$ cat config.mk
export PLATFORM = sky130hd
export DESIGN_NAME = dmem_dbg_arbiter
export DESIGN_NICKNAME = d
export VERILOG_FILES = /design/src/rtl/dmem_dbg_arbiter_pkg.sv /design/src/rtl/dmem_port_mux.sv /design/src/rtl/dmem_dbg_arbiter.sv
export SDC_FILE = /design/constraint.sdc
export NUM_CORES = 1
export LEC_CHECK = 0
export BUFFER_PORTS_ARGS = -buffer_cell sky130_fd_sc_hd__buf_2
export CAP_MARGIN = 25
export CORE_ASPECT_RATIO = 1.5
export CORE_MARGIN = 2
export CORE_UTILIZATION = 25
export CTS_CLUSTER_DIAMETER = 30
export DETAILED_ROUTE_END_ITERATION = 12
export HOLD_SLACK_MARGIN = 0.1
export SETUP_SLACK_MARGIN = 0.2
export SYNTH_ARGS = -nofsm -noshare
export SYNTH_HDL_FRONTEND = slang
export SYNTH_HIERARCHICAL = 1
export SYNTH_SLANG_ARGS = --single-unit
$ cat constraint.sdc
create_clock -name i_clk -period 2.2 [get_ports i_clk]
set_input_delay 0.44 -clock i_clk [delete_from_list [all_inputs] [get_ports i_clk]]
set_output_delay 0.44 -clock i_clk [all_outputs]
set_load 0.02 [all_outputs]
$ cat src/rtl/dmem_dbg_arbiter_pkg.sv
// Shared definitions for the data-memory port: access size codes and the
// debug dump sequencer states.
package dmem_dbg_arbiter_pkg;

  // Access size codes on the memory bhw lines (also used by the MEM stage).
  localparam logic [2:0] BHW_B  = 3'b000;
  localparam logic [2:0] BHW_H  = 3'b001;
  localparam logic [2:0] BHW_W  = 3'b011;
  localparam logic [2:0] BHW_BU = 3'b100;
  localparam logic [2:0] BHW_HU = 3'b101;
  localparam logic [2:0] BHW_WU = 3'b111;

  // Dump sequencer states.
  typedef enum logic [1:0] {
    ST_IDLE,
    ST_ARB,
    ST_HOLD,
    ST_DONE
  } dbg_state_e;

endpackage

$ cat src/rtl/dmem_port_mux.sv
// Drives the data-memory port from either the CPU MEM stage or the debug
// dump engine. The debug side only ever issues full-word reads.
module dmem_port_mux
  import dmem_dbg_arbiter_pkg::*;
#(
  parameter int NB_WIDTH = 32
) (
  input  logic                dbg_sel,
  input  logic [NB_WIDTH-1:0] cpu_addr,
  input  logic [NB_WIDTH-1:0] cpu_wdata,
  input  logic                cpu_read,
  input  logic                cpu_write,
  input  logic [2:0]          cpu_bhw,
  input  logic [NB_WIDTH-1:0] dbg_addr,
  output logic [NB_WIDTH-1:0] mem_addr,
  output logic [NB_WIDTH-1:0] mem_wdata,
  output logic                mem_read,
  output logic                mem_write,
  output logic [2:0]          mem_bhw
);

  // Select the port owner; a debug slot suppresses any CPU store or load.
  always_comb begin
    mem_addr  = cpu_addr;
    mem_wdata = cpu_wdata;
    mem_read  = cpu_read;
    mem_write = cpu_write;
    mem_bhw   = cpu_bhw;
    if (dbg_sel) begin
      mem_addr  = dbg_addr;
      mem_wdata = '0;
      mem_read  = 1'b1;
      mem_write = 1'b0;
      mem_bhw   = BHW_W;
    end
  end

endmodule

$ cat src/rtl/dmem_dbg_arbiter.sv
// Shares the data-memory port between the CPU MEM stage (always preferred)
// and a burst-dump engine that streams N consecutive words to the UART side.
// A starvation counter steals one CPU cycle after MAX_WAIT blocked cycles.
module dmem_dbg_arbiter
  import dmem_dbg_arbiter_pkg::*;
#(
  parameter int NB_WIDTH = 32,
  parameter int NB_ADDR  = 9,
  parameter int MAX_WAIT = 4
) (
  input  logic                i_clk,
  input  logic                i_reset,
  input  logic [NB_WIDTH-1:0] i_cpu_addr,
  input  logic [NB_WIDTH-1:0] i_cpu_wdata,
  input  logic                i_cpu_read,
  input  logic                i_cpu_write,
  input  logic [2:0]          i_cpu_bhw,
  output logic [NB_WIDTH-1:0] o_cpu_rdata,
  output logic                o_cpu_stall,
  input  logic                i_dbg_start,
  input  logic [NB_ADDR-1:0]  i_dbg_base,
  input  logic [NB_ADDR-2:0]  i_dbg_count,
  input  logic                i_dbg_ready,
  output logic [NB_WIDTH-1:0] o_dbg_data,
  output logic                o_dbg_valid,
  output logic                o_dbg_busy,
  output logic                o_dbg_done,
  output logic [NB_WIDTH-1:0] o_mem_addr,
  output logic [NB_WIDTH-1:0] o_mem_wdata,
  output logic                o_mem_read,
  output logic                o_mem_write,
  output logic [2:0]          o_mem_bhw,
  input  logic [NB_WIDTH-1:0] i_mem_rdata
);

  localparam int NB_WAIT = (MAX_WAIT < 1) ? 1 : $clog2(MAX_WAIT + 1);
  localparam int NB_CNT  = NB_ADDR - 1;

  dbg_state_e          state;
  logic [NB_ADDR-1:0]  addr;
  logic [NB_CNT-1:0]   remaining;
  logic [NB_WAIT-1:0]  wait_cnt;
  logic                cpu_busy;
  logic                dbg_slot;

  assign cpu_busy    = i_cpu_read | i_cpu_write;
  // Take the port when the CPU leaves it free, or force it once starved.
  assign dbg_slot    = (state == ST_ARB) &&
                       (!cpu_busy || (wait_cnt == NB_WAIT'(MAX_WAIT)));
  assign o_cpu_stall = dbg_slot & cpu_busy;
  assign o_cpu_rdata = i_mem_rdata;
  assign o_dbg_busy  = (state != ST_IDLE);

  dmem_port_mux #(.NB_WIDTH(NB_WIDTH)) u_mux (
    .dbg_sel   (dbg_slot),
    .cpu_addr  (i_cpu_addr),
    .cpu_wdata (i_cpu_wdata),
    .cpu_read  (i_cpu_read),
    .cpu_write (i_cpu_write),
    .cpu_bhw   (i_cpu_bhw),
    .dbg_addr  (NB_WIDTH'(addr)),
    .mem_addr  (o_mem_addr),
    .mem_wdata (o_mem_wdata),
    .mem_read  (o_mem_read),
    .mem_write (o_mem_write),
    .mem_bhw   (o_mem_bhw)
  );

  // Dump sequencer: address/count stepping, starvation count, output register.
  always_ff @(posedge i_clk or posedge i_reset) begin
    if (i_reset) begin
      state       <= ST_IDLE;
      addr        <= '0;
      remaining   <= '0;
      wait_cnt    <= '0;
      o_dbg_data  <= '0;
      o_dbg_valid <= 1'b0;
      o_dbg_done  <= 1'b0;
    end else begin
      o_dbg_done <= 1'b0;
      case (state)
        ST_IDLE: begin
          if (i_dbg_start) begin
            if (i_dbg_count != '0) begin
              addr      <= i_dbg_base & ~NB_ADDR'(3);
              remaining <= i_dbg_count;
              wait_cnt  <= '0;
              state     <= ST_ARB;
            end else begin
              o_dbg_done <= 1'b1;
            end
          end
        end
        ST_ARB: begin
          if (dbg_slot) begin
            o_dbg_data  <= i_mem_rdata;
            o_dbg_valid <= 1'b1;
            state       <= ST_HOLD;
          end else begin
            wait_cnt <= wait_cnt + NB_WAIT'(1);
          end
        end
        ST_HOLD: begin
          if (i_dbg_ready) begin
            o_dbg_valid <= 1'b0;
            addr        <= addr + NB_ADDR'(4);
            remaining   <= remaining - NB_CNT'(1);
            if (remaining == NB_CNT'(1)) begin
              state      <= ST_DONE;
              o_dbg_done <= 1'b1;
            end else begin
              state    <= ST_ARB;
              wait_cnt <= '0;
            end
          end
        end
        ST_DONE: state <= ST_IDLE;
        default: state <= ST_IDLE;
      endcase
    end
  end

endmodule

Word-level counts from Yosys, hierarchy flattened

Cells that the tools add are included.

Add/sub/neg operators: 3
Equality and inequality tests: 11
Multiplexer cells: 33
Reductions and logical operators: 14
Bitwise gates (word level): 2

Operators by type and width:

| cell                | count |
|---|---|
| $mux 32             | 2 |
| $mux 9              | 3 |
| $mux 8              | 3 |
| $mux 3              | 6 |
| $pmux 9 s2          | 1 |
| $pmux 8 s2          | 1 |
| $ne 2x2->1 const B  | 6 |
| $mux 2              | 5 |
| $add 9x3->9 const B | 1 |
| $pmux 3 s3          | 1 |
| $eq 8x1->1 const B  | 1 |
| $mux 1              | 8 |
| $pmux 2 s4          | 1 |
| $reduce_and 4->1    | 2 |
| $reduce_bool 8->1   | 1 |
| $sub 8x1->8 const B | 1 |
| $reduce_and 6->1    | 1 |
| $reduce_bool 2->1   | 3 |
| $eq 2x2->1 const B  | 2 |
| $pmux 1 s2          | 2 |
| $add 3x1->3 const B | 1 |
| $eq 3x3->1 const B  | 1 |
| $reduce_and 3->1    | 1 |
| $reduce_bool 3->1   | 1 |
| 8 further kinds     | 8 |

Logic and storage cells: 70
Input port bits: 122
Flip-flop bits (word level): 56
Output and inout bits: 137

Depth between registers and ports, before layout

Depth after elaboration: 6
Depth in mapped cells: 9
Gate-level depth less buffers: 6

By module

Netlist, hierarchy kept.

Modules (own cells, without submodules):

| module           | instances | area each (um^2) | cells an instance |
|---|---|---|---|
| dmem_dbg_arbiter | 1         | 2,829.0          | 254 |
| dmem_port_mux    | 1         | 669.4            | 77 |

Worst setup path before layout

OpenSTA, ideal clock, no wires.

Path kind: register -> output
From: register wait_cnt[0]
To: output port o_mem_wdata[24]
Data required time: 1.760 ns
Arrival time: 1.797 ns
Path buffers: 4
Stages on the path, launching flop included: 10
Path slack: -0.037 ns
Cells stage by stage: dfrtp_1 > inv_1 > ha_1 > a21oi_2 > nor2_4 > buf_6 > buf_6 > buf_6 > buf_6 > nor2b_1

Cells in the longest elaborated chain, start to end: 4

Ends and longest elaborated chain:

| element                  | RTL line                | RTL |
|---|---|---|
| start: declaration       | dmem_dbg_arbiter.sv:42  | `logic [NB_WAIT-1:0] wait_cnt;` |
| start signal: assignment | dmem_dbg_arbiter.sv:100 | `wait_cnt <= wait_cnt + NB_WAIT'(1);` |
| $eq 3x3->1               | dmem_dbg_arbiter.sv:49  | `(!cpu_busy \|\| (wait_cnt == NB_WAIT'(MAX_WAIT)));` |
| $logic_or 1x1->1         | dmem_dbg_arbiter.sv:49  |  |
| $logic_and 1x1->1        | dmem_dbg_arbiter.sv:48  | `assign dbg_slot = (state == ST_ARB) &&` |
| via dbg_slot             | dmem_dbg_arbiter.sv:44  | `logic dbg_slot;` |
| $mux 32                  | dmem_port_mux.sv:29     | `if (dbg_sel) begin` |
| end: declaration         | dmem_dbg_arbiter.sv:29  | `output logic [NB_WIDTH-1:0] o_mem_wdata,` |

The timed path passes the listed nets, and every way through them passes these cells.

Final worst setup path

From: register wait_cnt[1]
To: output port o_mem_addr[19]

Cells in the longest elaborated chain, start to end: 4

Ends and longest elaborated chain:

| element           | RTL line               | RTL |
|---|---|---|
| $eq 3x3->1        | dmem_dbg_arbiter.sv:49 |  |
| $logic_or 1x1->1  | dmem_dbg_arbiter.sv:49 |  |
| $logic_and 1x1->1 | dmem_dbg_arbiter.sv:48 |  |
| $mux 32           | dmem_port_mux.sv:29    |  |
| end: declaration  | dmem_dbg_arbiter.sv:28 | `output logic [NB_WIDTH-1:0] o_mem_addr,` |

No other way between the ends.

==> results.txt <==
The run finished, with violations left. The checks that failed: setup timing. The worst hold-check path type is in -> async. Data arrives at the worst endpoint at around 2.0 ns. The top-level I/O count is 259.

The clock net in this run drives a total of 54 sinks. By area, the combinational part of the netlist is dominated by multiplexers. Across all layers, the routed design uses about 3,500 vias. The register bit total from synthesis is 54.

Clock skew on the completed layout was measured at ~0.0028 ns. For this run, design rule violations remaining after detail routing come to 0. The maximum level of the CTS H-tree came out at 2.

The DRC violation total after the first TritonRoute iteration is 119. The critical path starts at wait_cnt[1]. The total chip power is around 6.9 mW. The cell count after synthesis came out at roughly 330. The launching element type of the critical path is a flop. By area the synthesized netlist is led by sky130_fd_sc_hd__dfrtp_1, sky130_fd_sc_hd__mux2_2, sky130_fd_sc_hd__buf_4. The total negative slack for setup checks is -6.940 ns. The shortest period the worst path allows came out at between 2 and 2.5 ns. The final worst slack is -0.1977 ns.

The height of the chip came out at around 150 um. Detailed placement ended at an HPWL of ~8800 um. The end of the critical path is o_mem_addr[19]. The achievable frequency came out at ~0.42 GHz.

The worst setup path is of the reg -> out kind. The multi-input combinational cell area is approximately 2100 um2. The synthesized design devotes to its leading area cell type between 30% and 40% of total area.

Multiplexer cells account for 21.46% of the synthesized area. The root buffer selected by CTS is sky130_fd_sc_hd__clkbuf_16. The cell area after synthesis is around 3500 um2. The data required time of the critical path came out at between 1.5 and 2 ns. The most used flip-flop cell after synthesis is sky130_fd_sc_hd__dfrtp_1.

The final-report max-slew violation count came out at 0. The worst setup path is captured at an output port. Dividing the synthesized area by the synthesized cell count gives approximately 11 um2.

The number of global-route vias before repair came to between 3,000 and 4,000. The initial cell density of the core is 25.24%. The maximum ir drop on the vdd rail came out at ~0.41 mV.

The maximum fanout along the worst path is 6. The static leakage power is slightly above 3 nW. In this run the register-to-register setup slack is roughly 0.07 ns. The share of the yosys chip area belonging to registers came out at approximately two fifths. The synthesized design contains 0 enable-type register cells.

The layout has between 1,000 and 1,500 filler cells. The clock reaches the later pin of the worst-skew pair after about 0.29 ns. The final layout contains routed wiring with a total length of 11,650 um. The part of the total power dissipated in the clock network came out at 12.9%. The number of iterations in the first detailed-routing pass came out at 4. The post-synthesis compound-gate area fraction came out at about a tenth. The worst setup slack after placement came out at 0.01444 ns.

Summing the areas of all and, or, nand and nor instances in the mapped netlist gives around 16% of the synthesized area. Setup repair after global routing could not meet its margin everywhere. The startpoint identified for the worst register-to-register timing path is wait_cnt[1]. TritonCTS built the clock tree. The post-route netlist has 69.19% of its cells at a drive strength greater than 1.

The combinational fraction of design power came out at roughly three fifths. Dividing total power by cell area gives a power density of ~1200 nW/um2. The vias per cell came out at between 4 and 5. Headroom to the max-slew limit came out at around 53%. The pin count of the biggest net entering global routing is 31. The area taken by flip-flops and latches is 1351 um2. The share of synthesized flip-flops with an asynchronous set or reset is 100.0%. The cell type contributing the most total cell area after synthesis is sky130_fd_sc_hd__dfrtp_1. In this run the horizontal extent of the chip is slightly above 100 um.

Ranked by instance count, the synthesized netlist is headed by sky130_fd_sc_hd__mux2_2, sky130_fd_sc_hd__dfrtp_1, sky130_fd_sc_hd__nor2b_1. Across the run, the number of max-cap violations was 0. The area share of xor/xnor cells in the synthesized design is 0%. The routed length per instance is 15.03 um. The design internal power is roughly 4.1 mW. The buffer levels on the longest clock path is 2.

The clock-pin slew reported for the worst setup and hold paths after clock tree synthesis is 0.07 ns. Global routing used 14.41% of the available tracks across all layers. The count of port buffers added during placement came out at between 200 and 300.

The placer congestion estimate is 0.8025. The path depth of the worst reg2reg path came out at 11. The die outline area is around 15,000 um2. The final net count came out at approximately 730. The number of nets still failing antenna checks after routing came out at 0. The number of hold violations in the final report was 0.

Relative to the synthesized area, the layout overhead comes to 71.21%. Global routing finished with a remaining overflow of 0. Registers are responsible for 26.1% of the overall power. Among all cell types in the netlist, the one instantiated most often is sky130_fd_sc_hd__mux2_2.

The number of different library cells used by synthesis comes to 45. The final-report setup violation count came out at 55. The area of the core is around 14,000 um2. The number of rows in the core area came out at 53.

The pin slew with the least headroom to its limit is ~0.70 ns. Clock tree synthesis inserted a total of 5 buffers. The endpoint of the worst-slack reg-to-reg timing path is o_dbg_data[21].

The number of warnings printed during yosys synthesis came out at 6. The switching power of the nets came out at about 2.8 mW. Dividing the final minimum period by the clock period gives 109.0%. The final cell utilization of the core is a little over two fifths. The fraction of power spent switching nets came out at between 40% and 50%. The number of antenna violations at the first check in global routing was 3. The global-route wire length before repair is 16,830 um.

The adder and majority gate portion of the synthesized area is 1.788%.
-- cell type report --
class / instances / area share [%]
antenna: 3 / 0.1253
clock buffer: 5 / 2.089
clock inverter: 3 / 0.6685
inverter: 8 / 0.5014
multi-input combinational: 244 / 35.83
sequential: 54 / 22.56
tap: 165 / 3.447
timing repair buffer: 293 / 34.78
-- how the worst min path moves through the flow --
stage                           endpoint
after global placement     o_dbg_data[0]
after global routing        remaining[4]
final                      o_dbg_data[3]
after CTS                  o_dbg_data[8]
after floorplan             remaining[5]
after detailed placement  o_dbg_data[23]
-- through the flow --
step,instances,area (um2),hold WS (ns)
floorplan,355,3830,0.4801
finish,775,5989,0.2599
CTS,766,5798,0.2908
detailed placement,743,5050,0.4909
global placement,743,5050,0.4866
global route,774,5987,0.3110
-- per-layer routing --
metal | track usage, % | share of wire, % | vias up
met4 | 5.479 | 2.1 | 2
met3 | 3.515 | 7.6 | 14
met2 | 29.33 | 58 | 160
met1 | 13.13 | 32 | 1697
li1 | - | - | 1670
met5 | 0 | 0.15 | -
-- power groups by stage --
stage / Clock, mW / Combinational (mW) / Sequential, mW
after global placement: 0 / 3.44 / 1.81
after global routing: 0.975 / 4.51 / 1.88
after CTS: 0.940 / 4.09 / 1.82
after detailed placement: 0 / 3.50 / 1.84
after floorplan: 0 / 2.15 / 2.17
final: 0.891 / 4.23 / 1.81
-- critical path, cell delays in order, from the launching register on --
cell                      delay, ns
sky130_fd_sc_hd__dfrtp_1       0.39
sky130_fd_sc_hd__inv_2         0.09
sky130_fd_sc_hd__ha_4          0.15
sky130_fd_sc_hd__a21oi_4       0.06
sky130_fd_sc_hd__nor2_4        0.17
sky130_fd_sc_hd__buf_12        0.13
sky130_fd_sc_hd__buf_8         0.12
sky130_fd_sc_hd__buf_16        0.13
sky130_fd_sc_hd__mux2_4        0.30
sky130_fd_sc_hd__buf_6         0.13
-- cells in the final DEF (no fill, tap or decap), types with 3 or more instances in the layout --
| cell | count |
|---|---|
| sky130_fd_sc_hd__dfrtp_1 | 54 |
| sky130_fd_sc_hd__inv_1 | 5 |
| sky130_fd_sc_hd__buf_2 | 198 |
| sky130_fd_sc_hd__a31oi_1 | 9 |
| sky130_fd_sc_hd__inv_2 | 3 |
| sky130_fd_sc_hd__conb_1 | 25 |
| sky130_fd_sc_hd__mux2_2 | 32 |
| sky130_fd_sc_hd__buf_16 | 5 |
| sky130_fd_sc_hd__ha_1 | 4 |
| sky130_fd_sc_hd__o31ai_1 | 5 |
| sky130_fd_sc_hd__nand2_1 | 13 |
| sky130_fd_sc_hd__o32ai_1 | 3 |
| sky130_fd_sc_hd__nand2b_1 | 5 |
| sky130_fd_sc_hd__a21oi_1 | 13 |
| sky130_fd_sc_hd__nor2_1 | 6 |
| sky130_fd_sc_hd__mux2_4 | 32 |
| sky130_fd_sc_hd__nor2b_2 | 14 |
| sky130_fd_sc_hd__buf_12 | 3 |
| sky130_fd_sc_hd__buf_4 | 34 |
| sky130_fd_sc_hd__mux2i_1 | 3 |
| sky130_fd_sc_hd__diode_2 | 3 |
| sky130_fd_sc_hd__or2_4 | 4 |
| sky130_fd_sc_hd__nor2b_1 | 4 |
| sky130_fd_sc_hd__buf_6 | 49 |
| sky130_fd_sc_hd__o22ai_1 | 3 |
| sky130_fd_sc_hd__nor4_1 | 3 |
| sky130_fd_sc_hd__o21ai_0 | 10 |
| sky130_fd_sc_hd__nand3_1 | 7 |
| sky130_fd_sc_hd__clkbuf_16 | 6 |
| sky130_fd_sc_hd__nor2b_4 | 19 |
| sky130_fd_sc_hd__o2bb2ai_1 | 5 |
-- cells by family after synthesis --
family,Yosys count
flops,54
simple gates,93
fa+ha+maj,5
other cells,1
buf+inv,57
mux,67
compound gates,54
-- flip-flops by register name, indices dropped and copies added, names as in the netlist --
name / flops
o_dbg_data: 32
remaining: 8
addr: 7
wait_cnt: 3
state: 2
o_dbg_done: 1
o_dbg_valid: 1
-- timing repair --
action | CTS | global route
setup buffers | 11 | 5
hold buffers | 0 | 0
pin swaps | 3 | 3
hold endpoints to repair | 0 | 0
cloned | 4 | 1
gates resized for setup | 109 | 32
endpoints found under the setup margin | 70 | 87
No activity file was read; power rests on OpenSTA's default activity.
